[src/rtl/alu_dispatch_pkg.sv]
// -----------------------------------------------------------------------------
// alu_dispatch_pkg
// Shared definitions for the ALU issue-side dispatcher:
//   - op-code encodings (identical to the result-mux select encoding)
//   - functional-unit count and the first multi-cycle unit index
//   - dispatcher FSM state type
//   - op_to_unit(): maps an op select onto the functional unit that runs it
// -----------------------------------------------------------------------------
package alu_dispatch_pkg;

    localparam logic [4:0] OP_ADD  = 5'd0;
    localparam logic [4:0] OP_SUB  = 5'd1;
    localparam logic [4:0] OP_AND  = 5'd2;
    localparam logic [4:0] OP_OR   = 5'd3;
    localparam logic [4:0] OP_XOR  = 5'd4;
    localparam logic [4:0] OP_SLL  = 5'd5;
    localparam logic [4:0] OP_SRL  = 5'd6;
    localparam logic [4:0] OP_SRA  = 5'd7;
    localparam logic [4:0] OP_SLT  = 5'd8;
    localparam logic [4:0] OP_SLTU = 5'd9;
    // 10..15 all execute on the shared compare unit
    localparam logic [4:0] OP_BEQ  = 5'd10;
    localparam logic [4:0] OP_BNE  = 5'd11;
    localparam logic [4:0] OP_BLT  = 5'd12;
    localparam logic [4:0] OP_BGE  = 5'd13;
    localparam logic [4:0] OP_BLTU = 5'd14;
    localparam logic [4:0] OP_BGEU = 5'd15;
    // 16..19 execute on the multi-cycle units
    localparam logic [4:0] OP_MUL  = 5'd16;
    localparam logic [4:0] OP_MULH = 5'd17;
    localparam logic [4:0] OP_DIV  = 5'd18;
    localparam logic [4:0] OP_REM  = 5'd19;

    localparam logic [4:0] OP_ILLEGAL_MIN = 5'd20;

    localparam int         NUM_UNITS        = 15;
    localparam logic [3:0] FIRST_MULTI_UNIT = 4'd11;

    typedef enum logic [1:0] {
        IDLE,
        EXEC,
        RESP
    } state_t;

    // Illegal ops return unit 0; callers must gate the start with is_illegal.
    function automatic logic [3:0] op_to_unit(input logic [4:0] op);
        logic [3:0] unit;
        if (op < OP_BEQ) begin
            unit = op[3:0];
        end else if (op < OP_MUL) begin
            unit = 4'd10;
        end else if (op < OP_ILLEGAL_MIN) begin
            unit = FIRST_MULTI_UNIT + 4'(op - OP_MUL);
        end else begin
            unit = 4'd0;
        end
        return unit;
    endfunction

endpackage

[src/rtl/alu_op_decode.sv]
// -----------------------------------------------------------------------------
// alu_op_decode
// Combinational op decoder for the dispatcher.
// Ports:
//   i_op         in   5  op select
//   o_unit       out  4  target functional unit index (0 for illegal ops)
//   o_is_multi   out  1  target unit is multi-cycle (units 11..14)
//   o_is_illegal out  1  op select is outside the defined range (>= 20)
// -----------------------------------------------------------------------------
module alu_op_decode
    import alu_dispatch_pkg::*;
(
    input  logic [4:0] i_op,
    output logic [3:0] o_unit,
    output logic       o_is_multi,
    output logic       o_is_illegal
);

    assign o_is_illegal = (i_op >= OP_ILLEGAL_MIN);
    assign o_is_multi   = !o_is_illegal && (i_op >= OP_MUL);
    assign o_unit       = op_to_unit(i_op);

endmodule

[src/rtl/alu_dispatch.sv]
// -----------------------------------------------------------------------------
// alu_dispatch
// Issue-side dispatcher for the ALU functional units. Accepts one op over a
// valid/ready handshake, registers the operands, pulses a one-hot start to the
// target unit, waits for multi-cycle units to complete and then offers the
// matching result-mux select over a second valid/ready handshake.
//
// Optional feature (macro ALU_DISPATCH_TIMEOUT_EN): an EXEC watchdog that
// forces a response with res_timeout=1 after TIMEOUT_CYC cycles without done.
// With the macro undefined EXEC waits indefinitely and res_timeout is 0.
//
// Ports:
//   clk, rst      clock, synchronous active-high reset
//   in_valid/in_ready/in_op/in_a/in_b   op issue handshake
//   unit_start    one-hot single-cycle start pulse per functional unit
//   unit_a/unit_b registered operands, broadcast to all units
//   unit_done     completion pulses (only multi-cycle bits 11..14 matter)
//   res_valid/res_ready/res_sel/res_illegal/res_timeout  result handshake
// -----------------------------------------------------------------------------
module alu_dispatch #(
    parameter int N           = 32,
    parameter int NUM_UNITS   = 15,
    parameter int TIMEOUT_CYC = 64
) (
    input  logic                 clk,
    input  logic                 rst,
    input  logic                 in_valid,
    output logic                 in_ready,
    input  logic [4:0]           in_op,
    input  logic [N-1:0]         in_a,
    input  logic [N-1:0]         in_b,
    output logic [NUM_UNITS-1:0] unit_start,
    output logic [N-1:0]         unit_a,
    output logic [N-1:0]         unit_b,
    input  logic [NUM_UNITS-1:0] unit_done,
    output logic                 res_valid,
    input  logic                 res_ready,
    output logic [4:0]           res_sel,
    output logic                 res_illegal,
    output logic                 res_timeout
);

    import alu_dispatch_pkg::*;

    if (TIMEOUT_CYC < 2) begin : g_bad_cfg
        $error("alu_dispatch: TIMEOUT_CYC must be at least 2");
    end

    state_t               r_state;
    logic [NUM_UNITS-1:0] r_start;
    logic [N-1:0]         r_a;
    logic [N-1:0]         r_b;
    logic [4:0]           r_sel;
    logic [3:0]           r_unit;
    logic                 r_res_valid;
    logic                 r_illegal;
    logic                 r_timeout;

    logic [3:0]           w_unit;
    logic                 w_is_multi;
    logic                 w_is_illegal;
    logic                 w_accept;
    logic                 w_done;
    logic                 w_expire;
    logic [NUM_UNITS-1:0] w_onehot;

    alu_op_decode u_decode (
        .i_op         (in_op),
        .o_unit       (w_unit),
        .o_is_multi   (w_is_multi),
        .o_is_illegal (w_is_illegal)
    );

    assign in_ready = (r_state == IDLE) || ((r_state == RESP) && res_ready);
    assign w_accept = in_valid && in_ready;
    assign w_onehot = w_is_illegal ? '0 : (NUM_UNITS'(1) << w_unit);

    // The start pulse is only ever high in the first EXEC cycle, so it doubles
    // as the marker for "done seen in the start cycle must be ignored".
    assign w_done = unit_done[r_unit] && (r_start == '0);

`ifdef ALU_DISPATCH_TIMEOUT_EN
    localparam int CNT_W = $clog2(TIMEOUT_CYC + 1);
    logic [CNT_W-1:0] r_cnt;

    // r_cnt holds the number of EXEC cycles already completed.
    assign w_expire = (r_cnt == CNT_W'(TIMEOUT_CYC - 1));

    always_ff @(posedge clk) begin
        if (rst) begin
            r_cnt <= '0;
        end else if (w_accept) begin
            r_cnt <= '0;
        end else if (r_state == EXEC) begin
            r_cnt <= r_cnt + 1'b1;
        end
    end
`else
    assign w_expire = 1'b0;
`endif

    always_ff @(posedge clk) begin
        if (rst) begin
            r_state     <= IDLE;
            r_start     <= '0;
            r_a         <= '0;
            r_b         <= '0;
            r_sel       <= '0;
            r_unit      <= '0;
            r_res_valid <= 1'b0;
            r_illegal   <= 1'b0;
            r_timeout   <= 1'b0;
        end else begin
            r_start <= '0;
            if (w_accept) begin
                r_a       <= in_a;
                r_b       <= in_b;
                r_sel     <= in_op;
                r_unit    <= w_unit;
                r_illegal <= w_is_illegal;
                r_timeout <= 1'b0;
                r_start   <= w_onehot;
                if (w_is_multi) begin
                    r_state     <= EXEC;
                    r_res_valid <= 1'b0;
                end else begin
                    r_state     <= RESP;
                    r_res_valid <= 1'b1;
                end
            end else begin
                case (r_state)
                    EXEC: begin
                        // done has priority over a simultaneous watchdog expiry
                        if (w_done) begin
                            r_state     <= RESP;
                            r_res_valid <= 1'b1;
                            r_timeout   <= 1'b0;
                        end else if (w_expire) begin
                            r_state     <= RESP;
                            r_res_valid <= 1'b1;
                            r_timeout   <= 1'b1;
                        end
                    end
                    RESP: begin
                        if (res_ready) begin
                            r_state     <= IDLE;
                            r_res_valid <= 1'b0;
                        end
                    end
                    default: begin
                    end
                endcase
            end
        end
    end

    assign unit_start  = r_start;
    assign unit_a      = r_a;
    assign unit_b      = r_b;
    assign res_valid   = r_res_valid;
    assign res_sel     = r_sel;
    assign res_illegal = r_illegal;
    assign res_timeout = r_timeout;

endmodule
[config.mk]
export PLATFORM = sky130hd
export DESIGN_NAME = alu_dispatch
export DESIGN_NICKNAME = d
export VERILOG_FILES = /design/src/rtl/alu_dispatch_pkg.sv /design/src/rtl/alu_op_decode.sv /design/src/rtl/alu_dispatch.sv
export SDC_FILE = /design/constraint.sdc
export NUM_CORES = 1
export LEC_CHECK = 0
export ABC_CLOCK_PERIOD_IN_PS = 1900
export CAP_MARGIN = 25
export CORE_MARGIN = 3
export CORE_UTILIZATION = 39
export CTS_CLUSTER_SIZE = 20
export DETAILED_ROUTE_END_ITERATION = 10
export GPL_TIMING_DRIVEN = 1
export PLACE_DENSITY = 0.85
export SYNTH_ARGS = -nofsm -noshare
export SYNTH_HDL_FRONTEND = slang
export SYNTH_HIERARCHICAL = 1
export SYNTH_SLANG_ARGS = --single-unit
export TNS_END_PERCENT = 30
[constraint.sdc]
create_clock -name clk -period 1.9 [get_ports clk]
set_clock_uncertainty 0.15 [all_clocks]
set_input_delay 0.19 -clock clk [delete_from_list [all_inputs] [get_ports clk]]
set_output_delay 0.19 -clock clk [all_outputs]
set_load 0.05 [all_outputs]
Yosys cells after proc, flatten, opt, wreduce, memory -nomap -nowiden
Index checks and enable logic that the tools add are counted.
{ "word_totals": {"ff_bits": 92, "out_inout_bits": 88} }
{ "classes": {"addsub": 2, "n_lt_le_gt_ge": 6, "n_eq_ne": 4, "shifts": 1, "n_mux": 15, "n_bitwise": 1, "n_reduce_logical": 11} }
{ "op_table": {"columns": ["op", "n"], "rows": [
  ["$logic_not 15->1", 1],
  ["$shl 1x4->15 const A", 1],
  ["$mux 4", 3],
  ["$ge 5x5->1 const B", 2],
  ["$lt 5x5->1 const B", 2],
  ["$mux 2", 4],
  ["$ne 3x3->1 const B", 2],
  ["$lt 4x5->1 const B", 1],
  ["$lt 5x4->1 const B", 1],
  ["$mux 1", 5],
  ["$add 4x4->4 const A", 1],
  ["$bmux 1 s4", 1],
  ["$logic_and 1x1->1", 4],
  ["$pmux 2 s2", 1],
  ["$sub 4x1->4 const B", 1],
  ["$reduce_and 3->1", 1],
  ["$reduce_bool 3->1", 1],
  ["$reduce_or 3->1", 1],
  ["$eq 2x1->1 const B", 1],
  ["$eq 2x2->1 const B", 1],
  ["$logic_not 2->1", 1],
  ["$pmux 1 s2", 1],
  ["$logic_not 1->1", 1],
  ["$logic_or 1x1->1", 1],
  ["$not 1->1", 1]
]} }

Logic depth before layout (Yosys ltp)
Gate-level depths: netlist (run 1).
{ "depth": {"ltp_word": 6, "depth_mapped": 7} }

Cells and area by module
Netlist (run 1), hierarchy kept.
{ "modules_own_cells": {"columns": ["mod", "instances", "cells_per_inst", "area_per_inst_um2"], "rows": [
  ["alu_dispatch", 1, 399, 3251.9],
  ["alu_op_decode", 1, 16, 105.1]
]} }

Worst setup path before layout (run 1)
No wires, ideal clock.
{ "synth_path": {"path_type": "register to register", "startpoint": "register r_state[1]", "endpoint": "register r_unit[1]", "setup_time_ps": 132, "t_arrival_ps": 1883, "required_ps": 1618, "setup_slack_ps": -266, "path_stages_with_launch": 8, "path_cell_list": "dfxtp_1 inv_1 o21a_1 and2_1 buf_2 buf_2 nand2_1 a21oi_1"} }
{ "synth_via": {"elab_chain_len": 4, "elab_cells_between_ends": 5, "classes_between": "1 x eq/ne; 4 x reduce/logical"} }
{ "synth_lines": {"columns": ["item", "line", "rtl"], "rows": [
  ["start, declared", "alu_dispatch.sv:49", "state_t r_state;"],
  ["start signal, assigned", "alu_dispatch.sv:104", "r_state <= IDLE;"],
  ["start signal, assigned", "alu_dispatch.sv:124", "r_state <= EXEC;"],
  ["start signal, assigned", "alu_dispatch.sv:127", "r_state <= RESP;"],
  ["$eq 2x2->1", "alu_dispatch.sv:74", "assign in_ready = (r_state == IDLE) || ((r_state == RESP) && res_ready);"],
  ["$logic_and 1x1->1", "alu_dispatch.sv:74", null],
  ["$logic_or 1x1->1 (*)", "alu_dispatch.sv:74", null],
  ["via in_ready", "alu_dispatch.sv:28", "output logic in_ready,"],
  ["$logic_and 1x1->1 (*)", "alu_dispatch.sv:75", "assign w_accept = in_valid && in_ready;"],
  ["end signal, assigned", "alu_dispatch.sv:119", "r_unit <= w_unit;"],
  ["end, declared", "alu_dispatch.sv:54", "logic [3:0] r_unit;"]
]} }
Mark *: on every way through the listed nets, which the timed path passes. The rest lies on a longest branch.
A chain may end at the register's enable or synchronous reset.

Worst setup path after layout (run 1)
{ "layout_path": {"startpoint": "register r_start[7], in the netlist unit_start[7]", "endpoint": "output port unit_start[7]"} }
{ "layout_rtl": {"columns": ["item", "line", "rtl"], "rows": [
  ["start, declared", "alu_dispatch.sv:50", "logic [NUM_UNITS-1:0] r_start;"],
  ["start signal, assigned", "alu_dispatch.sv:122", "r_start <= w_onehot;"],
  ["end, declared", "alu_dispatch.sv:32", "output logic [NUM_UNITS-1:0] unit_start,"]
]} }
No word-level cell between the ends.

==> results of run 1 <==
report_power, final:
part | switching (mW) | internal, mW | total [mW]
Combinational | 0.684 | 0.478 | 1.16
Sequential | 0.0596 | 2.02 | 2.07
Clock | 0.657 | 1.14 | 1.80
tightest hold or removal path: stages:
cell and delay (ns):
clkdlybuf4s50_1 0.40, nand2_1 0.05, a21oi_1 0.05
Yosys cell counts, types with 2 or more instances:
library cell / instances / area share, %
o21a_1: 2 / 0.45
nand3b_1: 3 / 0.67
dfxtp_1: 91 / 54
clkbuf_1: 13 / 1.5
nor4_1: 4 / 0.75
nand2b_1: 4 / 0.75
buf_2: 13 / 1.9
o211ai_1: 3 / 0.67
buf_4: 2 / 0.45
nand3_1: 2 / 0.30
inv_1: 5 / 0.56
nor3_1: 6 / 0.89
nand2_1: 152 / 17
mux2i_1: 3 / 0.89
a21oi_1: 77 / 11
o21ai_0: 3 / 0.45
mux4_2: 2 / 1.3
nor2_1: 14 / 1.6
per-stage QoR:
step | power [mW] | hold WS (ns) | util (%) | cells
floorplan | 2.769 | 0.1760 | - | 415
global placement | 3.260 | 0.2903 | 63.68 | 683
detailed placement | 3.284 | 0.2960 | 63.68 | 683
CTS | 5.075 | 0.2176 | 67.27 | 700
global route | 5.222 | 0.2289 | 67.45 | 700
finish | 5.033 | 0.2398 | 67.45 | 700
sequential cells by signal (all words and copies together) (netlist names):
signal	flops
r_unit	4
unit_start	15
res_sel	5
unit_b	32
unit_a	32
res_illegal	1
r_state	2
routing by layer:
metal / global-route usage (%) / vias to the layer above / part of all wire [%]
li1: - / 1709 / -
met1: 22.91 / 1546 / 40
met2: 34.09 / 122 / 51
met3: 5.874 / 9 / 8.2
met4: 6.303 / 0 / 1.1
met5: 0 / - / 0
worst max path at each step:
stage | from | end | cells after the start
floorplan | r_state[1]$_SDFFE_PP0P_ | r_unit[1]$_SDFFE_PP0P_ | 7
global placement | in_op[0] | unit_start[10]$_SDFF_PP0_ | 8
detailed placement | in_op[0] | unit_start[12]$_SDFF_PP0_ | 8
CTS | r_state[1]$_SDFFE_PP0P_ | res_valid | 1
global route | unit_a[9]$_SDFFE_PP0P_ | unit_a[9] | 1
finish | unit_start[7]$_SDFF_PP0_ | unit_start[7] | 1
area by class of cell:
| class | instances | area (sq um) |
|---|---|---|
| Clock inverter | 7 | 163.9 |
| Sequential cell | 91 | 1823 |
| Clock buffer | 9 | 123.9 |
| Inverter | 6 | 23.77 |
| Tap cell | 105 | 131.4 |
| Timing Repair Buffer | 194 | 1954 |
| Fill cell | 667 | 2701 |
| Multi-Input combinational cell | 288 | 1378 |
cells in the final DEF (no fill, tap or decap), drive strengths merged, types with 4 or more instances in the layout:
cell type        n
dlymetal6s2s     6
clkdlybuf4s50  162
buf             25
nor2            14
nor4             4
dfxtp           91
clkbuf           9
nand2          152
o211ai           4
inv              5
a21oi           77
bufinv           5
nor3             6
nand2b           4
what timing repair did:
action / in CTS / in global routing
hold buffers: 1 / 0
endpoints found under the setup margin: 0 / 6
gates resized for setup: 0 / 6
endpoints found under the hold margin: 1 / 0
cell families (layout without fill, tap and decap cells):
group / count (synthesis) / count (layout) / synth area share (%)
other cells: 1 / 1 / 0.1117
compound gates: 92 / 92 / 15.06
flops: 91 / 91 / 54.27
simple gates: 189 / 189 / 22.92
buf+inv: 36 / 216 / 5.031
fa+ha+maj: 1 / 1 / 0.3727
mux: 5 / 5 / 2.236
==> impl_results.md, run 1 <==
* Clock tree from TritonCTS: yes
* Overall fraction of global-route tracks in use at 19.55%
* Max Fclk at 538.5 MHz
* Worst setup slack after placement at -0.1425 ns
* Maximum resistive drop on vdd at 484.6 uV
* Post-synthesis area per instance at 8.089 sq um
* Total vias in the final route at 3386
* Count of endpoints failing hold in the final timing report at 0
* Detailed router's first-iteration violation count at 97
* Sequential-to-total area share from yosys stat at 54.27%
* Transition time at the pin with the least slew margin at 0.5561 ns
* Syn. warnings at 6
* Number of endpoints failing setup at the final stage at 0
* Critical path startpoint category: register
* Cell Chain, Critical Path: clkdlybuf4s50_1
* Setup Fix Bufs, Post-CTS at 0
* Worst Hold Path EP: unit_a[20]$_SDFFE_PP0P_
* Leak pwr at 2.216 nW
* Number of standard-cell rows in the floorplan at 33
* Required time of the critical path at 1.56 ns
* Minimum clock period after layout at 1.857 ns
* Register bit count reported by yosys at 91
* Depth of the worst register-to-register path at 5
* Count of nets after finishing at 679
* Setup slack, reg-to-reg at 0.16 ns
* Placement Cell Area at 5285 sq um
* Setup repair after global routing missed its margin: no
* Slowest cell on crit path: clkdlybuf4s50_1
* First-pass GRT wire length at 15.66 mm
* DRT antenna net count at 0
* Post-synthesis async set-or-reset flop share at 0%
* Max Slew Vio Count at 0
* Summed instance area of the synthesized netlist at 3357 sq um
* Net count after synthesis at 504
* I/O Buffers at 174
* Total global routing overflow at 0
* Overall die area at 9757 sq um
* Area of all placed cells without fillers at 5598 sq um
* Total clock buffers created by CTS at 9
* Number of global-route vias before repair at 3334
* Critical Path End Type: primary output
* Fin Setup TNS at 0 ns
* Number of flops mapped to enable cells by yosys at 0
* Chip height at 98.78 um
* Commonest register cell after synthesis: dfxtp_1
* DP HPWL at 7.274 mm
* Number of levels in the clock H-tree at 3
* Total wirelength of the detailed-routed design at 9.715 mm
* Pre-antenna DRT Iters at 4
* Post-Syn Instances at 415
* Status: complete, no violations
* Pin count of the biggest net entering global routing at 48
* Hold path startpoint: in_a[20]
* Number of primary I/O pins at 176
* Area of the core region at 8299 sq um
* Initial antenna violation count at 0
* Horizontal die dimension at 98.78 um
* Slowest Stage Delay on Critical Path at 0.82 ns
* Routed wire length per instance at 13.88 um
* Placer Congestion at 0.8901
* Initial Util at 40.45%
* Maximum buffer depth of the clock tree at 2
* Fraction of the cycle the final worst path needs at 97.74%
* Hold Crit Depth at 3
* Slew headroom at 62.86%
* Crit Path Class: reg -> out
* Max cap viols at 0
* Via density per instance at 4.837
* Number of clock sinks at 91
* Worst-case setup margin in the final layout at 0.04285 ns
* Class of the worst hold path: in -> reg
* CTS clk-pin slew, worst paths at 0.09 ns
* Crit path buffers/inverters at 1
* Count of different cell masters after synthesis at 34
* Worst R2R Start: r_state[0]$_SDFFE_PP0P_
* Total power divided by cell area at 899.1 nW/um^2
* Clk root buf: clkbuf_8
* Top delay family on crit path: buffers and inverters
* Worst skew pair latency at 0.33 ns
* DRC violations left at 0
* CP Data Arrival Time at 1.52 ns
* Growth of design area from synthesis to finish at 66.75%
* Critical register-to-register path endpoint: r_state[1]$_SDFFE_PP0P_
* Ratio of cells with drive above 1 in the final layout at 8.571%
* Biggest fanout along the worst timing path at 2
* Antenna diode count at 0
No activity file was read; power rests on OpenSTA's default activity.
==> inputs of run 2 (changes only) <==
ABC_CLOCK_PERIOD_IN_PS = 2200   (was 1900)
CORE_UTILIZATION = 42   (was 39)
PLACE_DENSITY = 0.91   (was 0.85)
clock period = 2.2 ns   (was 1.9 ns; I/O delays follow)
==> run 2 against run 1 <==
Against the previous run:
- design area fell by 3.3%
- die area fell by 6.7%
- clock power fell by 37%
- wire length fell by 1.9%
- worst hold slack got worse by 0.052 ns
- sequential cell count did not move
- critical path type unchanged
==> impl_results.md, run 2 (synthesis gave the netlist of run 1 again) <==
* I/O Buffers at 174
* Number of standard-cell rows in the floorplan at 31
* Pre-antenna DRT Iters at 4
* Commonest non-fill, non-tap cell in the layout: clkdlybuf4s50_1
* Total power divided by cell area at 720.9 nW/um^2
* Worst skew pair latency at 0.34 ns
* Overall die area at 9101 sq um
* Number of levels in the clock H-tree at 3
* Slowest Stage Delay on Critical Path at 0.84 ns
* Max Fclk at 507.8 MHz
* Initial antenna violation count at 0
* Biggest fanout along the worst timing path at 4
* Class of the worst hold path: in -> reg
* Horizontal die dimension at 95.40 um
* Hold path startpoint: rst
* Worst R2R Start: r_unit[0]$_SDFFE_PP0P_
* Overall fraction of global-route tracks in use at 20.63%
* Ratio of cells with drive above 1 in the final layout at 6.314%
* Worst setup slack after placement at -0.07575 ns
* Placement Cell Area at 5213 sq um
* Growth of design area from synthesis to finish at 61.27%
* Hold Crit Depth at 2
* Max cap viols at 0
* Pin count of the biggest net entering global routing at 38
* Number of endpoints failing setup at the final stage at 0
* DRT antenna net count at 0
* Antenna diode count at 0
* Detailed router's first-iteration violation count at 108
* Clock tree from TritonCTS: yes
* Setup Fix Bufs, Post-CTS at 0
* Via density per instance at 4.930
* Number of primary I/O pins at 176
* Worst-case setup margin in the final layout at 0.2307 ns
* Slowest cell on crit path: clkdlybuf4s50_1
* Area of all placed cells without fillers at 5414 sq um
* Fraction of the cycle the final worst path needs at 89.51%
* Setup slack, reg-to-reg at 0.41 ns
* First-pass GRT wire length at 14.77 mm
* Total wirelength of the detailed-routed design at 9.526 mm
* Count of nets after finishing at 670
* Setup repair after global routing missed its margin: no
* Max Slew Vio Count at 0
* Critical Path End Type: primary output
* Number of global-route vias before repair at 3174
* Depth of the worst register-to-register path at 4
* Leak pwr at 2.016 nW
* Cell Chain, Critical Path: clkdlybuf4s50_1
* Minimum clock period after layout at 1.969 ns
* Post_cts resized at 0
* Area of the core region at 7486 sq um
* Critical register-to-register path endpoint: r_state[1]$_SDFFE_PP0P_
* Transition time at the pin with the least slew margin at 0.5641 ns
* DRC violations left at 0
* Maximum buffer depth of the clock tree at 2
* Worst Hold Path EP: unit_b[12]$_SDFFE_PP0P_
* Number of hold buffers added after CTS at 0
* Status: complete, no violations
* Top delay family on crit path: buffers and inverters
* DP HPWL at 7.069 mm
* Number of clock sinks at 91
* Critical path startpoint category: register
* Total vias in the final route at 3377
* Crit Path Class: reg -> out
* Placer Congestion at 0.8722
* Crit path buffers/inverters at 1
* Count of endpoints failing hold in the final timing report at 0
* Chip height at 95.40 um
* Initial Util at 44.84%
* Maximum resistive drop on vdd at 444.9 uV
* Routed wire length per instance at 13.91 um
* Highest-count cells in the layout ignoring fill and taps: clkdlybuf4s50_1, nand2_1, dfxtp_1, a21oi_1, nor2_1
* Total clock buffers created by CTS at 9
* Total global routing overflow at 0
* CTS clk-pin slew, worst paths at 0.09 ns
* Slew headroom at 61.99%
* CP Data Arrival Time at 1.60 ns
* Required time of the critical path at 1.83 ns
* Clk root buf: clkbuf_8
run 2: changes by cell type in the layout (fill, tap and decap cells not counted), sizes merged:
cell	before	now
dlymetal6s2s	6	0
buf	25	13
clkbuf	9	10
inv	5	6
dlygate4sd3	1	0
bufinv	5	1
clkinvlp	0	2
clkdlybuf4s50	162	172
run 2: area by class of cell:
class	count	area [sq um]
Fill cell	582	2072
Timing Repair Buffer	185	1867
Sequential cell	91	1822
Multi-Input combinational cell	288	1376
Clock buffer	10	137.6
Tap cell	99	123.9
Clock inverter	6	63.81
Inverter	6	23.77
run 2: where the power goes:
group          total, mW  switching [mW]  internal [mW]
Sequential          1.79          0.0522           1.74
Clock               1.13           0.572          0.556
Combinational      0.983           0.584          0.399
run 2: layer usage:
metal / up-vias / GRT usage, % / routed length [um]
li1: 1687 / - / -
met1: 1553 / 23.40 / 3745
met2: 126 / 35.28 / 4677
met3: 11 / 8.129 / 971
met4: 0 / 7.109 / 131
met5: - / 0 / 0
run 2: metrics by stage:
step | cells | util, % | TNS [ns] | hold WS, ns | power (mW)
2_1_floorplan | 415 | - | 0 | 0.2060 | 2.390
3_3_place_gp | 669 | 69.63 | 0 | 0.2910 | 2.794
3_5_place_dp | 669 | 69.63 | -0.6129 | 0.2956 | 2.815
4_1_cts | 685 | 72.32 | 0 | 0.1713 | 3.935
5_1_grt | 685 | 72.32 | 0 | 0.2132 | 4.070
6_report | 685 | 72.32 | 0 | 0.1875 | 3.903
run 2: worst max-delay path by stage:
stage                                  from                        to  slack, ns  depth (start not counted)
CTS                 r_state[1]$_SDFFE_PP0P_                 res_valid       0.20                          1
detailed placement                 in_op[0]  unit_start[8]$_SDFF_PP0_      -0.08                          7
finish              r_state[1]$_SDFFE_PP0P_                 res_valid       0.23                          1
floorplan           r_state[1]$_SDFFE_PP0P_    r_unit[1]$_SDFFE_PP0P_       0.03                          7
global placement                   in_op[0]  unit_start[8]$_SDFF_PP0_       0.06                          7
global route                       in_op[0]  unit_start[4]$_SDFF_PP0_       0.13                          7
